$ cat config.mk
export PLATFORM = sky130hd
export DESIGN_NAME = stopwatch_ctrl
export DESIGN_NICKNAME = d
export VERILOG_FILES = /design/src/rtl/stopwatch_pkg.sv /design/src/rtl/stopwatch_ctrl_btn_edge.sv /design/src/rtl/stopwatch_ctrl.sv
export SDC_FILE = /design/constraint.sdc
export NUM_CORES = 1
export LEC_CHECK = 0
export CORE_MARGIN = 10
export CORE_UTILIZATION = 35
export CTS_CLUSTER_SIZE = 20
export DETAILED_ROUTE_END_ITERATION = 6
export GPL_ROUTABILITY_DRIVEN = 0
export RECOVER_POWER = 100
export SYNTH_ARGS = -nofsm -noshare
export SYNTH_HDL_FRONTEND = slang
export SYNTH_SLANG_ARGS = --single-unit
$ cat constraint.sdc
create_clock -name clk -period 2.6 [get_ports clk]
set_input_delay 0.65 -clock clk [delete_from_list [all_inputs] [get_ports clk]]
set_output_delay 0.65 -clock clk [all_outputs]
set_load 0.01 [all_outputs]
$ cat src/rtl/stopwatch_pkg.sv
// stopwatch_pkg: datapath command encodings and controller state type shared by the stopwatch blocks.
package stopwatch_pkg;
  localparam logic [1:0] CTRL_CLR  = 2'd0;
  localparam logic [1:0] CTRL_RUN  = 2'd1;
  localparam logic [1:0] CTRL_HOLD = 2'd2;
  typedef enum logic [2:0] {ST_CLEAR, ST_IDLE, ST_RUN, ST_LAP, ST_PAUSE} state_e;
  function automatic logic [1:0] ctrl_of(state_e s);
    return (s == ST_CLEAR) ? CTRL_CLR : (s == ST_RUN || s == ST_LAP) ? CTRL_RUN : CTRL_HOLD;
  endfunction
endpackage

$ cat src/rtl/stopwatch_ctrl_btn_edge.sv
// btn_edge: synchronizes a raw button and emits one registered single-cycle pulse per rising edge.
module btn_edge (
  input  logic clk,
  input  logic rst_n,
  input  logic btn_i,
  output logic pulse_o
);
  logic sync1_q, sync2_q, prev_q, pulse_q;
  always_ff @(posedge clk) begin
    if (!rst_n) begin
      sync1_q <= 1'b0;
      sync2_q <= 1'b0;
      prev_q  <= 1'b0;
      pulse_q <= 1'b0;
    end else begin
      sync1_q <= btn_i;
      sync2_q <= sync1_q;
      prev_q  <= sync2_q;
      pulse_q <= sync2_q & ~prev_q;
    end
  end
  assign pulse_o = pulse_q;
endmodule

$ cat src/rtl/stopwatch_ctrl.sv
// stopwatch_ctrl: button-driven run/lap/pause/clear controller for a stopwatch datapath with lap freeze.
module stopwatch_ctrl
  import stopwatch_pkg::*;
#(
  parameter int CLR_CYCLES = 4
) (
  input  logic        clk,
  input  logic        rst_n,
  input  logic        btn_start,
  input  logic        btn_lap,
  input  logic [23:0] count,
  output logic [1:0]  control,
  output logic [23:0] display_count,
  output logic        running,
  output logic        frozen
);
  localparam int CW = $clog2(CLR_CYCLES) + 1;
  localparam logic [CW-1:0] CLR_LOAD = CW'(CLR_CYCLES - 1);
  state_e state_q, state_d;
  logic [CW-1:0] clr_q, clr_d;
  logic [23:0] lap_q, lap_d;
  logic start_p, lap_p;
  btn_edge u_start (.clk(clk), .rst_n(rst_n), .btn_i(btn_start), .pulse_o(start_p));
  btn_edge u_lap   (.clk(clk), .rst_n(rst_n), .btn_i(btn_lap),   .pulse_o(lap_p));
  always_ff @(posedge clk) begin
    if (!rst_n) begin
      state_q <= ST_CLEAR;
      clr_q   <= CLR_LOAD;
      lap_q   <= '0;
    end else begin
      state_q <= state_d;
      clr_q   <= clr_d;
      lap_q   <= lap_d;
    end
  end
  // The clear counter sits preloaded outside CLEAR, so every entry starts a full clear window.
  always_comb begin
    state_d = state_q;
    lap_d   = lap_q;
    clr_d   = (state_q == ST_CLEAR && clr_q != '0) ? clr_q - CW'(1) : CLR_LOAD;
    case (state_q)
      ST_CLEAR: state_d = (clr_q == '0) ? ST_IDLE : ST_CLEAR;
      ST_IDLE:  state_d = start_p ? ST_RUN : ST_IDLE;
      ST_RUN: begin
        state_d = start_p ? ST_PAUSE : lap_p ? ST_LAP : ST_RUN;
        lap_d   = (!start_p && lap_p) ? count : lap_q;
      end
      ST_LAP:   state_d = start_p ? ST_PAUSE : lap_p ? ST_RUN : ST_LAP;
      ST_PAUSE: state_d = start_p ? ST_RUN : lap_p ? ST_CLEAR : ST_PAUSE;
      default:  state_d = ST_CLEAR;
    endcase
  end
  assign control       = ctrl_of(state_q);
  assign running       = (state_q == ST_RUN) || (state_q == ST_LAP);
  assign frozen        = (state_q == ST_LAP);
  assign display_count = frozen ? lap_q : count;
endmodule
==> summary.json, run 1 <==
{
  "wl_met1_um": 1840,
  "peakVddDrop_uv": 210,
  "power.share.clock_pct": 33.2,
  "cts.path.max_buffers": 2,
  "first_pass_grt_wire_length_um": 6520,
  "synth_largest_type_area_fraction_pct": 42.0,
  "total_leakage_power_nw": 0.991,
  "antenna_violating_nets_post_route": 0,
  "synth_register_bits": 38,
  "synth.area.top_cells": "sky130_fd_sc_hd__dfxtp_1 (42%), sky130_fd_sc_hd__mux2_2 (15%), sky130_fd_sc_hd__mux2i_1 (13%)",
  "numClockSinks": 38,
  "dieWidth_um": 91.9,
  "rr_startpoint": "state_q[1]$_SDFF_PN0_",
  "async_reset_ff_share_pct": 0,
  "design_power_total_mw": 1.18,
  "hold_viol_final": 0,
  "power_density_nw_per_um2": 468,
  "tritoncts": "done",
  "r2r.worst_path.cells": 6,
  "net_switching_power_uw": 272,
  "grt_antenna_before_repair": 0,
  "antenna_cells": 0,
  "sequential_fraction_of_the_synthesis_area_pct": 42.0,
  "maxSlewViolCount": 0,
  "grt_pass1_vias": 1358,
  "cts.reportedPaths.clkPinSlew_ps": 70,
  "grtUsageTotal_pct": 9.44,
  "finalClockSkew_ps": 0.794,
  "timing_worst_slew_pin_value_ps": 903,
  "maximum_number_of_pins_on_one_net_before_global_route_repair": 36,
  "critical_path_arrival_ps": 1880,
  "initial_cell_density_of_the_core_pct": 35.7,
  "first_pass_iters": 4,
  "setup_viol": 0,
  "core_um2": 5070,
  "final_net_count": 274,
  "final_critical_path_share_of_the_clock_period_pct": 97.4,
  "final_period_minus_worst_setup_slack_ps": 2530,
  "drt-vias-per-instance": 4.42,
  "combPwrFrac_pct": 15.2,
  "cp.required_ps": 1950,
  "reported_max_cap_violation_count": 0,
  "postSynth.topFlopCell": "sky130_fd_sc_hd__dfxtp_1",
  "overflow": 0,
  "top_fanout_value_on_the_critical_path": 12,
  "power.internal_uw": 909,
  "top_level_ports": 56,
  "setup.worst_path.start": "state_q[1]$_SDFF_PN0_",
  "synth_largest_area_cell": "sky130_fd_sc_hd__dfxtp_1",
  "holdBufCountCts": 0,
  "yosysWarningCount": 0,
  "num_vias": 1383,
  "timing.setup.critical_path_class": "reg -> out",
  "syn_inst_count": 186,
  "startpoint_class": "register",
  "area_delta_synth_final_pct": 39.4,
  "port-buffer-count": 55,
  "p_sw_share_pct": 23.0,
  "dr.max_layer_used": "met4",
  "fin_tns_setup_ps": 0,
  "detail_route.wirelength_um": 4160,
  "die-height_um": 91.9,
  "final_layout_size_suffix_gt1_share_pct": 17.3,
  "min-delay-start": "clr_q[0]$_SDFF_PN1_",
  "synth.distinct_cells": 26,
  "design.die.area_um2": 8450,
  "routedWlPerCell_um": 13.3,
  "net_count_synth": 216,
  "max_slew_margin_pct": 39.8,
  "clkLatencyLatePin_ps": 280,
  "fmax_ghz": 0.395,
  "synth_area_per_cell_um2": 9.74,
  "hpwl_um": 2840,
  "route.met3.wl_um": 331,
  "worstHoldPathType": "reg -> reg",
  "row_count": 26,
  "endpoint_kind": "output pin",
  "cts-buffers-inserted": 5,
  "cts-root-buf": "sky130_fd_sc_hd__clkbuf_8",
  "met2RoutedLength_um": 1930,
  "whs_path_depth": 1,
  "synth-edff-count": 0,
  "rsz0062_at_grt": "no",
  "htree_levels": 2,
  "seq_power_share_pct": 51.6,
  "drcViolationCount": 0,
  "initialDrtViolationCount": 15,
  "status": "finished, final reports clean",
  "netlist_area_um2": 1810
}
-- cell families (layout without fill, tap and decap cells) --
kind of cell               count (synthesis)  after routing  synth area share (%)
AOI/OAI and AO/OA                          6              6                  2.14
xor gates and xnor gates                   2              2                 0.967
adders and majority gates                  2              2                  1.38
buffers and inverters                     16             72                  6.42
DFF                                       38             38                  42.0
muxes                                     48             48                  28.2
and+or+nand+nor                           74             75                  18.9
-- layout by cell type (no fill, tap or decap), types with 2 or more instances in the layout --
| cell | netlist | routed |
|---|---|---|
| sky130_fd_sc_hd__a21oi_1 | 2 | 2 |
| sky130_fd_sc_hd__and2_0 | 0 | 3 |
| sky130_fd_sc_hd__and2_1 | 7 | 4 |
| sky130_fd_sc_hd__and3_1 | 2 | 2 |
| sky130_fd_sc_hd__buf_4 | 0 | 4 |
| sky130_fd_sc_hd__clkbuf_2 | 0 | 2 |
| sky130_fd_sc_hd__clkbuf_8 | 0 | 6 |
| sky130_fd_sc_hd__clkdlybuf4s50_1 | 0 | 51 |
| sky130_fd_sc_hd__dfxtp_1 | 38 | 36 |
| sky130_fd_sc_hd__dlymetal6s2s_1 | 0 | 3 |
| sky130_fd_sc_hd__ha_1 | 2 | 2 |
| sky130_fd_sc_hd__inv_1 | 4 | 4 |
| sky130_fd_sc_hd__mux2_2 | 24 | 24 |
| sky130_fd_sc_hd__mux2i_1 | 24 | 24 |
| sky130_fd_sc_hd__nand2_1 | 50 | 50 |
| sky130_fd_sc_hd__nand2_8 | 0 | 2 |
| sky130_fd_sc_hd__nor2_1 | 4 | 4 |
| sky130_fd_sc_hd__nor2b_1 | 5 | 5 |
| sky130_fd_sc_hd__xor2_1 | 2 | 2 |
-- cell usage after synthesis (2+ instances only) --
master / count
sky130_fd_sc_hd__clkbuf_1: 6
sky130_fd_sc_hd__inv_1: 4
sky130_fd_sc_hd__mux2_2: 24
sky130_fd_sc_hd__ha_1: 2
sky130_fd_sc_hd__nor2_1: 4
sky130_fd_sc_hd__and2_1: 7
sky130_fd_sc_hd__buf_12: 2
sky130_fd_sc_hd__mux2i_1: 24
sky130_fd_sc_hd__dfxtp_1: 38
sky130_fd_sc_hd__nand2_1: 50
sky130_fd_sc_hd__nor2b_1: 5
sky130_fd_sc_hd__and3_1: 2
sky130_fd_sc_hd__xor2_1: 2
sky130_fd_sc_hd__a21oi_1: 2
sky130_fd_sc_hd__buf_6: 3
-- metrics by stage --
stage / cells / setup slack (ps) / hold WS, ps / instance area (µm²) / util [%]
3_3_place_gp: 303 / 102 / 367 / 2370 / 46.8
3_5_place_dp: 303 / 100 / 369 / 2370 / 46.8
4_1_cts: 310 / 15.7 / 386 / 2470 / 48.7
6_report: 313 / 67.1 / 384 / 2530 / 49.8
5_1_grt: 313 / 1.78 / 391 / 2530 / 49.8
2_1_floorplan: 186 / 800 / 358 / 1810 / -
-- power groups by stage --
stage          combinational, mW  sequential (mW)  clock [mW]
4_1_cts                    0.183            0.606       0.409
3_3_place_gp               0.181            0.618           0
2_1_floorplan             0.0849            0.616           0
3_5_place_dp               0.182            0.619           0
5_1_grt                    0.199            0.611       0.430
6_report                   0.180            0.609       0.392
-- worst paths after layout --
path	slack [ps]	end
setup / recovery	70	display_count[2]
hold / removal	380	clr_q[0]$_SDFF_PN1_
setup reg to reg	660	lap_q[12]$_SDFFE_PN0P_
hold reg to reg	380	clr_q[0]$_SDFF_PN1_
-- critical path, cell delays in order, from the launching register on --
cell and delay (ps):
sky130_fd_sc_hd__dfxtp_4 360, sky130_fd_sc_hd__nor2b_4 140, sky130_fd_sc_hd__buf_4 150, sky130_fd_sc_hd__nand2_8 120, sky130_fd_sc_hd__mux2_2 340, sky130_fd_sc_hd__clkdlybuf4s50_1 490
-- routing by layer --
metal / global-route usage [%] / vias up
met2: 15.4 / 31
met5: 0 / -
met3: 4.97 / 6
met1: 10.2 / 615
li1: - / 731
met4: 3.47 / 0
-- area by class of cell --
class	count	area [µm²]
tap	70	87.6
inverter	4	15.0
clock buffer	6	82.6
multi-input combinational	133	963
fill	501	2550
timing repair buffer	62	612
sequential	38	766
-- sequential cells by signal, indices dropped and copies added, names as in the netlist --
name             cells
clr_q                3
state_q              3
u_lap.prev_q         1
u_start.prev_q       1
u_start.pulse_o      1
u_lap.sync2_q        1
lap_q               24
u_lap.sync1_q        1
u_lap.pulse_o        1
u_start.sync1_q      1
u_start.sync2_q      1
-- repair_timing --
item                       in CTS  in global routing
gates cloned                    0                  1
buffers inserted                1                  2
gates resized for setup         2                  6
setup endpoints to repair      24                 15
pin swaps                       0                  0
No activity file was read; power rests on OpenSTA's default activity.
==> inputs of run 2 (changes only) <==
Settings changed: CTS_BUF_LIST set to sky130_fd_sc_hd__clkbuf_8.
==> results of run 2 <==
No change in the layout: final DEF, timing and power equal those of run 1.
==> inputs of run 3 (changes only) <==
==> constraint.sdc (replaced) <==
create_clock -name clk -period 2.6 [get_ports clk]
set_input_delay 0.65 -clock clk [delete_from_list [all_inputs] [get_ports clk]]
set_output_delay 0.65 -clock clk [all_outputs]
set_load 0.02 [all_outputs]
==> run 3 against run 2 <==
  * Global-route usage grew 0.45 points
  * Die area unchanged
  * Final cell count stayed put
  * Critical path type unchanged
  * Critical endpoint is now control[1]
  * Largest cell class unchanged
==> summary.json, run 3 (same netlist as run 1, synthesis figures left out) <==
{
  "status": "finished, final reports clean",
  "num_vias": {"value": 1371, "change": "-0.87%"},
  "p_sw_share": {"value": 22.1, "unit": "%", "change": "-0.93 points"},
  "timing.setup.critical_path_class": "reg -> out",
  "drt-vias-per-instance": {"value": 4.38, "change": "-0.87%"},
  "detail_route.wirelength": {"value": 4100, "unit": "µm", "change": "-1.3%"},
  "critical_path_arrival": {"value": 1780, "unit": "ps", "change": "-100 ps"},
  "holdBufCountCts": {"value": 0, "change": "unchanged"},
  "htree_levels": {"value": 2, "change": "unchanged"},
  "finalClockSkew": {"value": 3.64, "unit": "ps", "change": "+2.85 ps"},
  "area_delta_synth_final_pct": 34.8,
  "initialDrtViolationCount": {"value": 57, "change": "+42"},
  "grt_pass1_vias": {"value": 1384, "change": "+1.9%"},
  "rsz0062_at_grt": "no",
  "cts-buffers-inserted": {"value": 5, "change": "unchanged"},
  "maxSlewViolCount": {"value": 0, "change": "unchanged"},
  "net_switching_power": {"value": 310, "unit": "µW", "change": "+14%"},
  "combPwrFrac": {"value": 12.5, "unit": "%", "change": "-2.7 points"},
  "top_level_ports": {"value": 56, "change": "unchanged"},
  "largest_registers_in_the_final_layout": "lap_q x24, clr_q x3, state_q x3",
  "setup_viol": {"value": 0, "change": "unchanged"},
  "top_fanout_value_on_the_critical_path": {"value": 7, "change": "-5"},
  "cts.reportedPaths.clkPinSlew": {"value": 80, "unit": "ps", "change": "about the same"},
  "initial_cell_density_of_the_core": {"value": 35.7, "unit": "%", "change": "unchanged"},
  "hpwl": {"value": 2800, "unit": "µm", "change": "-1.6%"},
  "peakVddDrop": {"value": 265, "unit": "µV", "change": "+26%"},
  "die-height": {"value": 91.9, "unit": "µm", "change": "unchanged"},
  "worst_path_max_delay_cell": "sky130_fd_sc_hd__clkdlybuf4s50_1",
  "most_common_library_cell_in_the_layout_ignoring_fill_and_taps": "sky130_fd_sc_hd__nand2_1",
  "cts-root-buf": "sky130_fd_sc_hd__clkbuf_8",
  "final_layout_size_suffix_gt1_share": {"value": 16.0, "unit": "%", "change": "-1.2 points"},
  "port-buffer-count": {"value": 55, "change": "unchanged"},
  "regMostFlops": "lap_q",
  "fin_util": {"value": 48.1, "unit": "%", "change": "-1.7 points"},
  "power_density": {"value": 575, "unit": "nW/µm²", "change": "+23%"},
  "worst-r2r-setup-slack": {"value": 720, "unit": "ps", "change": "+60 ps"},
  "maximum_number_of_pins_on_one_net_before_global_route_repair": {"value": 36, "change": "unchanged"},
  "fmax": {"value": 0.411, "unit": "GHz", "change": "+4.2%"},
  "power.internal": {"value": 1.09, "unit": "mW", "change": "+20%"},
  "design_power_total": {"value": 1.40, "unit": "mW", "change": "+19%"},
  "tritoncts": "done",
  "power.share.clock": {"value": 44.3, "unit": "%", "change": "+11 points"},
  "r2r.worst_path.cells": {"value": 5, "change": "-1"},
  "final_critical_path_share_of_the_clock_period": {"value": 93.5, "unit": "%", "change": "-4.0 points"},
  "rr_endpoint": "lap_q[15]$_SDFFE_PN0P_",
  "routedWlPerCell": {"value": 13.1, "unit": "µm", "change": "-1.3%"},
  "first_pass_iters": {"value": 4, "change": "unchanged"},
  "grt_antenna_before_repair": {"value": 0, "change": "unchanged"},
  "cp.required": {"value": 1950, "unit": "ps", "change": "about the same"},
  "first_pass_grt_wire_length": {"value": 6710, "unit": "µm", "change": "+2.9%"},
  "holdWs": {"value": 382, "unit": "ps", "change": "-1.33 ps"},
  "final_critical_path_setup_slack": {"value": 170, "unit": "ps", "change": "+103 ps"},
  "drcViolationCount": {"value": 0, "change": "unchanged"},
  "cts.path.max_buffers": {"value": 2, "change": "unchanged"},
  "total_leakage_power": {"value": 0.979, "unit": "nW", "change": "-1.2%"},
  "critical-path-max-stage-delay": {"value": 600, "unit": "ps", "change": "+110 ps"},
  "overflow": {"value": 0, "change": "unchanged"},
  "post-place-ws": {"value": 51.9, "unit": "ps", "change": "-48.2 ps"},
  "crit_path_cell_trace": "clkbuf_1 > a21o_1 > clkdlybuf4s50_1",
  "max_slew_margin": {"value": 35.3, "unit": "%", "change": "-4.5 points"},
  "numClockSinks": {"value": 38, "change": "unchanged"},
  "grtUsageTotal": {"value": 9.88, "unit": "%", "change": "+0.45 points"},
  "final_period_minus_worst_setup_slack": {"value": 2430, "unit": "ps", "change": "-103 ps"},
  "seq_power_share": {"value": 43.2, "unit": "%", "change": "-8.4 points"},
  "hold_viol_final": {"value": 0, "change": "unchanged"},
  "reported_max_cap_violation_count": {"value": 0, "change": "unchanged"},
  "design.die.area": {"value": 8450, "unit": "µm²", "change": "unchanged"},
  "endpoint_kind": "output pin",
  "worstHoldPathType": "reg -> reg",
  "rr_startpoint": "state_q[0]$_SDFF_PN0_",
  "clkLatencyLatePin": {"value": 290, "unit": "ps", "change": "about the same"},
  "largest_register_ffs": {"value": 24, "change": "unchanged"},
  "final_net_count": {"value": 272, "change": "-0.73%"},
  "whs_path_depth": {"value": 1, "change": "unchanged"},
  "row_count": {"value": 26, "change": "unchanged"},
  "antenna_cells": {"value": 0, "change": "unchanged"},
  "dieWidth": {"value": 91.9, "unit": "µm", "change": "unchanged"},
  "core": {"value": 5070, "unit": "µm²", "change": "unchanged"},
  "antenna_violating_nets_post_route": {"value": 0, "change": "unchanged"},
  "startpoint_class": "register",
  "min-delay-start": "u_start.prev_q$_SDFF_PN0_",
  "sink_of_the_worst_hold_path": "u_start.pulse_o$_SDFF_PN0_",
  "fin_tns_setup": {"value": 0, "unit": "ps", "change": "unchanged"},
  "timing_worst_slew_pin_value": {"value": 970, "unit": "ps", "change": "+66.9 ps"},
  "layout.cells.most_common_list": "sky130_fd_sc_hd__nand2_1 (50), sky130_fd_sc_hd__dfxtp_1 (38), sky130_fd_sc_hd__clkdlybuf4s50_1 (28)"
}
-- run 3: how the worst max path moves through the flow --
stage                                      from           endpoint  cells past startpoint
after floorplan           state_q[1]$_SDFF_PN0_  display_count[10]                      4
after global placement                count[22]  display_count[22]                      3
after detailed placement              count[22]  display_count[22]                      3
after CTS                 state_q[1]$_SDFF_PN0_  display_count[18]                      4
after global routing      state_q[0]$_SDFF_PN0_         control[1]                      3
final                     state_q[0]$_SDFF_PN0_         control[1]                      3
-- run 3: power by group through the flow --
stage               clock network (mW)  logic (mW)  registers, mW
floorplan                            0       0.102          0.616
global placement                     0       0.198          0.618
detailed placement                   0       0.199          0.618
CTS                              0.638       0.195          0.606
global route                     0.662       0.194          0.608
finish                           0.622       0.176          0.606
-- run 3: repair_timing --
| action | 4_1_cts | 5_1_grt |
|---|---|---|
| setup endpoints to repair | 24 | 15 |
| gates resized for setup | 10 | 15 |
| setup buffers | 0 | 1 |
-- run 3: per-layer routing --
metal	up-vias	global-route usage [%]	routed length (µm)
met1	609	10.4	1850
met3	5	4.89	324
met2	33	16.4	1870
met5	-	0	0
met4	0	4.24	61
li1	724	-	-
-- run 3: worst max-delay path, delay by kind of cell (launching register included) --
| kind | cells | cell delay (ps) |
|---|---|---|
| compound gates | 1 | 170 |
| buf+inv | 2 | 890 |
| flops | 1 | 430 |
-- run 3: area by class of cell --
cell class | instances | area (µm²)
timing repair buffer | 61 | 493
inverter | 4 | 15.0
tap | 70 | 87.6
fill | 506 | 2630
sequential | 38 | 761
clock inverter | 2 | 60.1
multi-input combinational | 132 | 943
clock buffer | 6 | 82.6
-- run 3: per-stage QoR --
stage | area, µm² | std cells
after floorplan | 1810 | 186
after global placement | 2380 | 304
after detailed placement | 2380 | 304
after CTS | 2520 | 312
after global routing | 2440 | 313
final | 2440 | 313
